## src/rtl/legv8_pkg.sv

```systemverilog
// legv8_pkg
// Shared definitions for the LEGv8 multicycle controller:
//   - instruction class enum produced by opclass_decode
//   - opcode mask/match patterns for OpCode = instruction[31:21]
//   - controller state encodings (also visible on the debug state port)
//   - ALUSrcB / Aluop / PCSource select encodings
package legv8_pkg;

    typedef enum logic [2:0] {
        OPC_RTYPE   = 3'd0,
        OPC_LDUR    = 3'd1,
        OPC_STUR    = 3'd2,
        OPC_CBZ     = 3'd3,
        OPC_B       = 3'd4,
        OPC_ILLEGAL = 3'd5
    } opClassE;

    // R-type is 1xx0101x000; x bits are cleared in the mask.
    localparam logic [10:0] RTYPE_MASK  = 11'b10011110111;
    localparam logic [10:0] RTYPE_MATCH = 11'b10001010000;
    localparam logic [10:0] LDUR_OP     = 11'b11111000010;
    localparam logic [10:0] STUR_OP     = 11'b11111000000;
    // CBZ is 10110100xxx
    localparam logic [10:0] CBZ_MASK    = 11'b11111111000;
    localparam logic [10:0] CBZ_MATCH   = 11'b10110100000;
    // B is 000101xxxxx
    localparam logic [10:0] B_MASK      = 11'b11111100000;
    localparam logic [10:0] B_MATCH     = 11'b00010100000;

    localparam logic [3:0] S_FETCH    = 4'd0;
    localparam logic [3:0] S_DECODE   = 4'd1;
    localparam logic [3:0] S_R_EXEC   = 4'd2;
    localparam logic [3:0] S_R_WB     = 4'd3;
    localparam logic [3:0] S_MEM_ADDR = 4'd4;
    localparam logic [3:0] S_MEM_RD   = 4'd5;
    localparam logic [3:0] S_MEM_WB   = 4'd6;
    localparam logic [3:0] S_MEM_WR   = 4'd7;
    localparam logic [3:0] S_CBZ_EX   = 4'd8;
    localparam logic [3:0] S_B_EX     = 4'd9;
    localparam logic [3:0] S_FAULT    = 4'd10;

    localparam logic [1:0] SRCB_REG    = 2'b00;
    localparam logic [1:0] SRCB_FOUR   = 2'b01;
    localparam logic [1:0] SRCB_IMM    = 2'b10;
    localparam logic [1:0] SRCB_IMMSH2 = 2'b11;

    localparam logic [1:0] ALUOP_ADD   = 2'b00;
    localparam logic [1:0] ALUOP_PASSB = 2'b01;
    localparam logic [1:0] ALUOP_RTYPE = 2'b10;

    localparam logic [1:0] PCSRC_ALU    = 2'b00;
    localparam logic [1:0] PCSRC_ALUOUT = 2'b01;
    localparam logic [1:0] PCSRC_BRANCH = 2'b10;

    function automatic logic opMatch(input logic [10:0] op,
                                     input logic [10:0] mask,
                                     input logic [10:0] match);
        return (op & mask) == match;
    endfunction

endpackage

```

## src/rtl/opclass_decode.sv

```systemverilog
// opclass_decode
// Purely combinational classification of the instruction opcode field.
// Ports:
//   OpCode  in  11  instruction bits [31:21]
//   opClass out     instruction class (RTYPE/LDUR/STUR/CBZ/B/ILLEGAL)
module opclass_decode
    import legv8_pkg::*;
(
    input  logic [10:0] OpCode,
    output opClassE     opClass
);

    always_comb begin
        if (opMatch(OpCode, RTYPE_MASK, RTYPE_MATCH)) begin
            opClass = OPC_RTYPE;
        end else if (OpCode == LDUR_OP) begin
            opClass = OPC_LDUR;
        end else if (OpCode == STUR_OP) begin
            opClass = OPC_STUR;
        end else if (opMatch(OpCode, CBZ_MASK, CBZ_MATCH)) begin
            opClass = OPC_CBZ;
        end else if (opMatch(OpCode, B_MASK, B_MATCH)) begin
            opClass = OPC_B;
        end else begin
            opClass = OPC_ILLEGAL;
        end
    end

endmodule

```

## src/rtl/multicycle_control.sv

```systemverilog
// multicycle_control
// Multicycle LEGv8 control FSM with memory-handshake timeout.
// Ports:
//   clk, reset (sync, active-high)
//   OpCode[10:0]  instruction bits [31:21], valid from DECODE onward
//   Zero          ALU zero flag (consumed by the datapath PC-write gate)
//   mem_ready     memory access completes in the cycle it is high
//   PCWrite, PCWriteCond, IorD, MemRead, MemWrite, IRWrite, MemtoReg,
//   Reg2Loc, RegWrite, ALUSrcA        datapath strobes/selects
//   ALUSrcB[1:0], Aluop[1:0], PCSource[1:0]   datapath selects
//   fault         sticky error flag (held until reset)
//   state[3:0]    current state encoding for debug
//
// state      | meaning
// -----------+-----------------------------------------------------
// FETCH      | read instruction, PC+4 when mem_ready
// DECODE     | classify opcode, branch target into ALUOut
// R_EXEC     | R-type ALU operation
// R_WB       | R-type register write-back
// MEM_ADDR   | load/store effective address
// MEM_RD     | data read, waits for mem_ready
// MEM_WB     | load register write-back
// MEM_WR     | data write, waits for mem_ready
// CBZ_EX     | zero test, conditional PC update from ALUOut
// B_EX       | unconditional branch
// FAULT      | illegal opcode or memory timeout, held until reset
module multicycle_control
    import legv8_pkg::*;
#(
    parameter int MEM_TIMEOUT = 15
) (
    input  logic        clk,
    input  logic        reset,
    input  logic [10:0] OpCode,
    input  logic        Zero,
    input  logic        mem_ready,
    output logic        PCWrite,
    output logic        PCWriteCond,
    output logic        IorD,
    output logic        MemRead,
    output logic        MemWrite,
    output logic        IRWrite,
    output logic        MemtoReg,
    output logic        Reg2Loc,
    output logic        RegWrite,
    output logic        ALUSrcA,
    output logic [1:0]  ALUSrcB,
    output logic [1:0]  Aluop,
    output logic [1:0]  PCSource,
    output logic        fault,
    output logic [3:0]  state
);

    localparam int CW = $clog2(MEM_TIMEOUT + 1);

    logic [3:0]    stateQ;
    logic [3:0]    nextState;
    logic [CW-1:0] waitCnt;
    logic          storeQ;
    logic          inWait;
    logic          timeoutHit;
    opClassE       opClass;

    // Zero only qualifies PCWriteCond inside the datapath; the controller
    // never branches on it.
    logic unusedZero;
    assign unusedZero = Zero;

    opclass_decode opDecode (
        .OpCode  (OpCode),
        .opClass (opClass)
    );

    assign inWait = (stateQ == S_FETCH) || (stateQ == S_MEM_RD) ||
                    (stateQ == S_MEM_WR);

    // Asserted on the MEM_TIMEOUT-th consecutive low cycle of one access;
    // a high mem_ready in that same cycle is checked first and wins.
    assign timeoutHit = (waitCnt == CW'(MEM_TIMEOUT - 1));

    always_comb begin
        nextState = stateQ;
        case (stateQ)
            S_FETCH: begin
                if (mem_ready)       nextState = S_DECODE;
                else if (timeoutHit) nextState = S_FAULT;
            end
            S_DECODE: begin
                case (opClass)
                    OPC_RTYPE: nextState = S_R_EXEC;
                    OPC_LDUR:  nextState = S_MEM_ADDR;
                    OPC_STUR:  nextState = S_MEM_ADDR;
                    OPC_CBZ:   nextState = S_CBZ_EX;
                    OPC_B:     nextState = S_B_EX;
                    default:   nextState = S_FAULT;
                endcase
            end
            S_R_EXEC:   nextState = S_R_WB;
            S_R_WB:     nextState = S_FETCH;
            S_MEM_ADDR: nextState = storeQ ? S_MEM_WR : S_MEM_RD;
            S_MEM_RD: begin
                if (mem_ready)       nextState = S_MEM_WB;
                else if (timeoutHit) nextState = S_FAULT;
            end
            S_MEM_WB:   nextState = S_FETCH;
            S_MEM_WR: begin
                if (mem_ready)       nextState = S_FETCH;
                else if (timeoutHit) nextState = S_FAULT;
            end
            S_CBZ_EX:   nextState = S_FETCH;
            S_B_EX:     nextState = S_FETCH;
            S_FAULT:    nextState = S_FAULT;
            default:    nextState = S_FAULT;
        endcase
    end

    // The counter is zero in every non-wait state, so it is already clear
    // whenever FETCH, MEM_RD or MEM_WR is entered.
    always_ff @(posedge clk) begin
        if (reset) begin
            stateQ  <= S_FETCH;
            waitCnt <= '0;
            storeQ  <= 1'b0;
        end else begin
            stateQ <= nextState;
            if (inWait && !mem_ready) waitCnt <= waitCnt + 1'b1;
            else                      waitCnt <= '0;
            // Remember load vs store so MEM_ADDR does not depend on OpCode.
            if (stateQ == S_DECODE) storeQ <= (opClass == OPC_STUR);
        end
    end

    always_comb begin
        PCWrite     = 1'b0;
        PCWriteCond = 1'b0;
        IorD        = 1'b0;
        MemRead     = 1'b0;
        MemWrite    = 1'b0;
        IRWrite     = 1'b0;
        MemtoReg    = 1'b0;
        Reg2Loc     = 1'b0;
        RegWrite    = 1'b0;
        ALUSrcA     = 1'b0;
        ALUSrcB     = SRCB_REG;
        Aluop       = ALUOP_ADD;
        PCSource    = PCSRC_ALU;
        fault       = 1'b0;
        state       = '0;
        if (!reset) begin
            state = stateQ;
            case (stateQ)
                S_FETCH: begin
                    MemRead = 1'b1;
                    if (mem_ready) begin
                        IRWrite  = 1'b1;
                        ALUSrcB  = SRCB_FOUR;
                        Aluop    = ALUOP_ADD;
                        PCSource = PCSRC_ALU;
                        PCWrite  = 1'b1;
                    end
                end
                S_DECODE: begin
                    ALUSrcB = SRCB_IMMSH2;
                    Reg2Loc = (opClass == OPC_STUR) || (opClass == OPC_CBZ);
                end
                S_R_EXEC: begin
                    ALUSrcA = 1'b1;
                    ALUSrcB = SRCB_REG;
                    Aluop   = ALUOP_RTYPE;
                end
                S_R_WB: begin
                    RegWrite = 1'b1;
                end
                S_MEM_ADDR: begin
                    ALUSrcA = 1'b1;
                    ALUSrcB = SRCB_IMM;
                    Reg2Loc = storeQ;
                end
                S_MEM_RD: begin
                    IorD    = 1'b1;
                    MemRead = 1'b1;
                end
                S_MEM_WB: begin
                    RegWrite = 1'b1;
                    MemtoReg = 1'b1;
                end
                S_MEM_WR: begin
                    IorD     = 1'b1;
                    MemWrite = 1'b1;
                    Reg2Loc  = 1'b1;
                end
                S_CBZ_EX: begin
                    ALUSrcA     = 1'b1;
                    ALUSrcB     = SRCB_REG;
                    Aluop       = ALUOP_PASSB;
                    PCWriteCond = 1'b1;
                    PCSource    = PCSRC_ALUOUT;
                    Reg2Loc     = 1'b1;
                end
                S_B_EX: begin
                    PCWrite  = 1'b1;
                    PCSource = PCSRC_BRANCH;
                end
                S_FAULT: begin
                    fault = 1'b1;
                end
                default: begin
                    fault = 1'b1;
                end
            endcase
        end
    end

endmodule

```

## config.mk

```make
export PLATFORM = sky130hd
export DESIGN_NAME = multicycle_control
export DESIGN_NICKNAME = d
export VERILOG_FILES = /design/src/rtl/legv8_pkg.sv /design/src/rtl/opclass_decode.sv /design/src/rtl/multicycle_control.sv
export SDC_FILE = /design/constraint.sdc
export NUM_CORES = 1
export LEC_CHECK = 0
export CAP_MARGIN = 10
export CORE_MARGIN = 10
export CORE_UTILIZATION = 40
export DETAILED_ROUTE_END_ITERATION = 16
export PLACE_DENSITY = 0.83
export SLEW_MARGIN = 5
export SYNTH_ARGS = -nofsm -noshare
export SYNTH_HDL_FRONTEND = slang
export SYNTH_HIERARCHICAL = 1
export SYNTH_SLANG_ARGS = --single-unit
```

## constraint.sdc

```tcl
create_clock -name clk -period 2.03 [get_ports clk]
set_input_delay 0.406 -clock clk [delete_from_list [all_inputs] [get_ports clk]]
set_output_delay 0.406 -clock clk [all_outputs]
set_load 0.02 [all_outputs]
```

# Word level (Yosys, flattened, before mapping)
# Index checks and enable logic that the tools add are counted.
dict set report totals {
  register_bits 9
  out_inout_bits 21
}
dict set report op_classes {
  add_sub_neg 1
  eq_ne 19
  muxes 43
  bitwise_logic 1
  n_reduce_logical 16
}
# cell n
set ops {}
lappend ops {{one-hot mux 4 bit (7 select lines)} 1}
lappend ops {{2-to-1 mux 1 bit} 23}
lappend ops {{equality test 11 bit (second input constant)} 2}
lappend ops {{2-to-1 mux 4 bit} 5}
lappend ops {{equality test 4 x 3 -> 1 bit (second input constant)} 4}
lappend ops {{equality test 8 bit (second input constant)} 2}
lappend ops {{one-hot mux 4 bit (4 select lines)} 1}
lappend ops {{equality test 4 bit (second input constant)} 3}
lappend ops {{2-to-1 mux 3 bit} 4}
lappend ops {{OR reduction 2 bit} 6}
lappend ops {{OR reduction 10 bit} 1}
lappend ops {{equality test 4 x 2 -> 1 bit (second input constant)} 2}
lappend ops {{2-to-1 mux 2 bit} 4}
lappend ops {{one-hot mux 2 bit (2 select lines)} 2}
lappend ops {{equality test 3 x 2 -> 1 bit (second input constant)} 2}
lappend ops {{equality test 6 x 3 -> 1 bit (second input constant)} 1}
lappend ops {{one-hot mux 2 bit (3 select lines)} 1}
lappend ops {{adder 4 x 1 -> 4 bit (second input constant)} 1}
lappend ops {{equality test 4 x 1 -> 1 bit (second input constant)} 1}
lappend ops {{logical NOT 4 bit} 1}
lappend ops {{OR reduction 4 bit} 1}
lappend ops {{equality test 3 x 1 -> 1 bit (second input constant)} 1}
lappend ops {{equality test 3 bit (second input constant)} 1}
lappend ops {{logical NOT 3 bit} 1}
lappend ops {{other kinds (7)} 9}

# Depth between registers and ports, before layout
dict set report depth {
  ltp_word 10
  mapped_depth 7
}

# Modules after synthesis
# The synthesis kept the hierarchy.
# module n_inst cells_per_inst area_per_inst_um2
set by_module_without_submodules {}
lappend by_module_without_submodules {multicycle_control 1 107 765.7}
lappend by_module_without_submodules {opclass_decode 1 16 103.8}

# Least setup slack after synthesis
# No wires, ideal clock.
dict set report synth_path {
  path_type {register to output}
  start {register stateQ[3]}
  end {output port Aluop[0]}
  t_arrival_ns 1.801
  t_required_ns 1.624
  setup_slack_ns -0.177
  path_stages_with_launch 5
  path_cell_list {dfxtp_1 > clkbuf_1 > nand2b_1 > nor4_1 > buf_4}
}
dict set report synth_between {
  elab_chain_len 3
  word_cells_on_any_way 4
}
# item line
set synth_rtl {}
lappend synth_rtl {{start: declaration} multicycle_control.sv:56} ;# logic [3:0] stateQ;
lappend synth_rtl {{start signal: assignment} multicycle_control.sv:125} ;# stateQ <= nextState;
lappend synth_rtl {{equality test 4 bit / equality test 4 x 2 -> 1 bit (equally long branches)} multicycle_control.sv:151} ;# case (stateQ)
lappend synth_rtl {{one-hot mux 2 bit (2 select lines) (*)} multicycle_control.sv:151}
lappend synth_rtl {{2-to-1 mux 2 bit (*)} multicycle_control.sv:149} ;# if (!reset) begin
lappend synth_rtl {{end: declaration} multicycle_control.sv:48} ;# output logic [1:0] Aluop,
# Mark *: on every way between the ends. The rest lies on a longest branch, timed or not.

# Worst setup path in the final report
dict set report layout_path {
  start {input port OpCode[3]}
  end {output port Reg2Loc}
}
dict set report layout_between {
  elab_chain_len 9
  word_cells_on_any_way 12
}
# item line
set layout_rtl {}
lappend layout_rtl {{start: declaration} multicycle_control.sv:34} ;# input logic [10:0] OpCode,
lappend layout_rtl {{equality test 8 bit} legv8_pkg.sv:58} ;# return (op & mask) == match;
lappend layout_rtl {{2-to-1 mux 3 bit} opclass_decode.sv:20} ;# end else if (opMatch(OpCode, CBZ_MASK, CBZ_MATCH)) begin
lappend layout_rtl {{2-to-1 mux 3 bit} opclass_decode.sv:18} ;# end else if (OpCode == STUR_OP) begin
lappend layout_rtl {{2-to-1 mux 3 bit (*)} opclass_decode.sv:16} ;# end else if (OpCode == LDUR_OP) begin
lappend layout_rtl {{2-to-1 mux 3 bit (*)} opclass_decode.sv:14} ;# if (opMatch(OpCode, RTYPE_MASK, RTYPE_MATCH)) begin
lappend layout_rtl {{named net opClass[2]} multicycle_control.sv:62} ;# opClassE opClass;
lappend layout_rtl {{equality test 3 x 2 -> 1 bit} multicycle_control.sv:164} ;# Reg2Loc = (opClass == OPC_STUR) || (opClass == OPC_CBZ);
lappend layout_rtl {{logical OR 1 bit (*)} multicycle_control.sv:164}
lappend layout_rtl {{one-hot mux 1 bit (3 select lines) (*)} multicycle_control.sv:151}
lappend layout_rtl {{2-to-1 mux 1 bit (*)} multicycle_control.sv:149}
lappend layout_rtl {{end: declaration} multicycle_control.sv:44} ;# output logic Reg2Loc,
# Mark *: on every way through the listed nets, which the timed path passes. The rest lies on a longest branch.

==> flow_summary.ini <==
[power_and_ir_drop]
p_leak_nw = 0.7074
totalPowerFinal_uw = 736.9
max-vdd-ir-drop_uv = 470.0
power-per-cell-area_nw_per_um2 = 476.9

[detailed_routing]
num_vias = 1216
firstDrtPassIters = 4
drc = 0
avgViaCountPerCell = 5.553
ant_nets = 0
routed_wire_length_per_instance_um = 16.21
drt-initial-drc-count = 35
routed_wl_um = 3549

[global_routing]
grtUsageTotal_pct = 15.08
met1_usage_pct = 17.07
grt_pass1_wl_um = 5457
grt.busiest_layer = met2
grtUsageMet3_pct = 2.843
grt_pass1_vias = 1189
grt_start_max_net_pins = 11
overflow = 0
antenna_found_initial = 0
grt_util_met2_pct = 27.25

[hold_path]
hp-class = reg -> reg
min_to = waitCnt[0]$_SDFF_PP0_
min_from = waitCnt[0]$_SDFF_PP0_
whs_path_depth = 1

[die]
start_util_pct = 43.01
die_h_um = 66.63
core_region_area_um2 = 2022
io_pins = 36
rows = 16
die_area_um2 = 4439
fp.dieW_um = 66.63

[synth]
synth_nets = 140
synth-edff-count = 0
yosysSeqAreaShare_pct = 20.72
ys_types = 44
yosysWarnings = 6
synth-main-ff-cell = dfxtp_1
avgSynthCellArea_um2 = 7.070
async_flop_share_pct = 0
ys_seq_elements = 9
synth_area_um2 = 869.6
synthCells = 123

[clock_tree]
cts_tree = yes
clock_latency_ps = 270
path_clk_slew_ps = 60
numCtsBuffers = 3
htree_levels = 1
cts_num_sinks = 9
clock_path_buffers = 2
root_buffer = clkbuf_4
ctsHoldBuffers = 0

[placed_design]
place_ws_ps = -1056
portBuffers = 34
dpl.hpwl_um = 2558
detailed_place.area_um2 = 1418
gp_congestion = 0.8754

[worst_setup_path]
timing.rr.end = stateQ[2]$_SDFF_PP0_
worstRegToRegCells = 6
r2r-start = stateQ[3]$_SDFF_PP0_
crit_required_ps = 1620
start_kind = input port
rrSetupSlack_ps = 290
crit_arrival_ps = 1880
path_class = in -> out
crit_path_end_kind = output pin
cp_max_fo = 3

[job]
max_cap_violations = 0

[sta]
slew_violations = 0
max_slew_margin_pct = 83.72
finalCritPeriodShare_pct = 112.4
tightestPinTransition_ps = 240.8
setup_ws_ps = -251.6
finalHoldViolations = 0
hold_slack_ps = 465.2
fin_skew_ps = 7.901
fmax_mhz = 438.3
setup_violations = 6
rsz0062_at_grt = true
fin_crit_ps = 2282

[finish]
antenna_cells = 0
final_cell_area_um2 = 1545
final_layout_size_suffix_gt1_share_pct = 48.96
seq_area_um2 = 183.9
multi_input_area_um2 = 724.4
nNetsFinal = 210
area_delta_synth_final_pct = 77.70
fillers = 158
utilization_pct = 76.42

[outcome]
status = finished, violations left
violations = negative setup slack
-- power by group --
part | leakage, nW | internal [mW] | total (mW) | switching [mW]
registers | 0.0744 | 0.190 | 0.212 | 0.0219
logic | 0.618 | 0.181 | 0.382 | 0.201
clock network | 0.0150 | 0.0760 | 0.143 | 0.0671
-- cells by family (layout without fill, tap and decap cells) --
family	after synthesis	in the layout	share of synthesized area, %
fa+ha+maj	2	2	2.877
flops	9	9	20.72
compound gates	22	22	16.26
buf+inv	15	84	8.777
xor+xnor	5	5	5.036
mux	1	1	1.151
simple gates	69	69	45.18
-- repair_timing --
action                                  in CTS  in global routing
buffers inserted                            12                  0
cloned                                       0                  0
pin swaps                                   10                  5
endpoints found under the setup margin      21                 20
resized for setup                          121                 31
-- routing by layer --
| layer | part of all wire (%) | up-vias |
|---|---|---|
| met5 | 0 | - |
| met4 | 1.2 | 0 |
| met3 | 4.3 | 4 |
| met2 | 54 | 36 |
| met1 | 40 | 595 |
| li1 | - | 581 |
-- worst max-delay path: stages --
cell	delay, ps
clkdlybuf4s15_1	170
nor2_1	100
nand4_1	160
o21a_1	240
nor4bb_2	290
a21oi_1	90
o22ai_1	150
nor2b_4	170
buf_6	120
-- cell usage in the layout, fill, tap and decap left out, types with 4 or more instances in the layout --
| cell | synthesis | final |
|---|---|---|
| clkbuf_2 | 0 | 6 |
| buf_2 | 4 | 13 |
| nor3_1 | 10 | 9 |
| dfxtp_1 | 9 | 6 |
| nand2_1 | 6 | 6 |
| nor2_1 | 21 | 19 |
| a21oi_1 | 8 | 6 |
| buf_4 | 2 | 42 |
| inv_1 | 5 | 5 |
| dlygate4sd2_1 | 0 | 4 |
| buf_6 | 1 | 4 |
-- how the worst max path moves through the flow --
stage                     startpoint  endpoint  slack [ps]  cells after the start
after floorplan            OpCode[2]   Reg2Loc          10                      7
after global placement     OpCode[2]   Reg2Loc       -1000                      9
after detailed placement   OpCode[2]   Reg2Loc       -1060                      9
after CTS                  OpCode[5]   Reg2Loc        -210                      9
after global routing       OpCode[2]   Reg2Loc        -370                      9
final                      OpCode[3]   Reg2Loc        -250                      9
-- cell type report --
cell class,count,share of cell area [%]
inverter,5,1.215
sequential,9,11.90
timing repair buffer,75,36.11
tap,27,2.186
multi-input combinational,99,46.88
clock buffer,4,1.700
-- cells in the mapped netlist (all sizes together), types with 2 or more instances --
library cell,count,share of area [%]
nand2b,3,2.2
ha,2,2.9
nor4b,2,2.7
o21ai,2,1.2
and3,2,1.4
inv,5,2.2
buf,8,5.8
clkbuf,2,0.86
nor2,21,9.1
dfxtp,9,21
nor3,12,8.1
xnor2,4,4.0
a21oi,8,4.6
nor4,4,2.9
nor3b,2,2.3
a31oi,3,2.2
o22ai,2,1.4
nand2,6,2.6
nand3,3,1.7
nor2b,4,2.9
nand4,2,1.4
-- sequential cells by signal (all words and copies together) (netlist names) --
register	count
stateQ	4
waitCnt	4
storeQ	1
-- per-stage QoR --
step	setup TNS (ps)	std cells
finish	-1069	219
global route	-1575	219
CTS	-560.9	219
detailed placement	-8399	203
global placement	-7597	203
floorplan	0	123
Power figures use the tool's default switching activity.
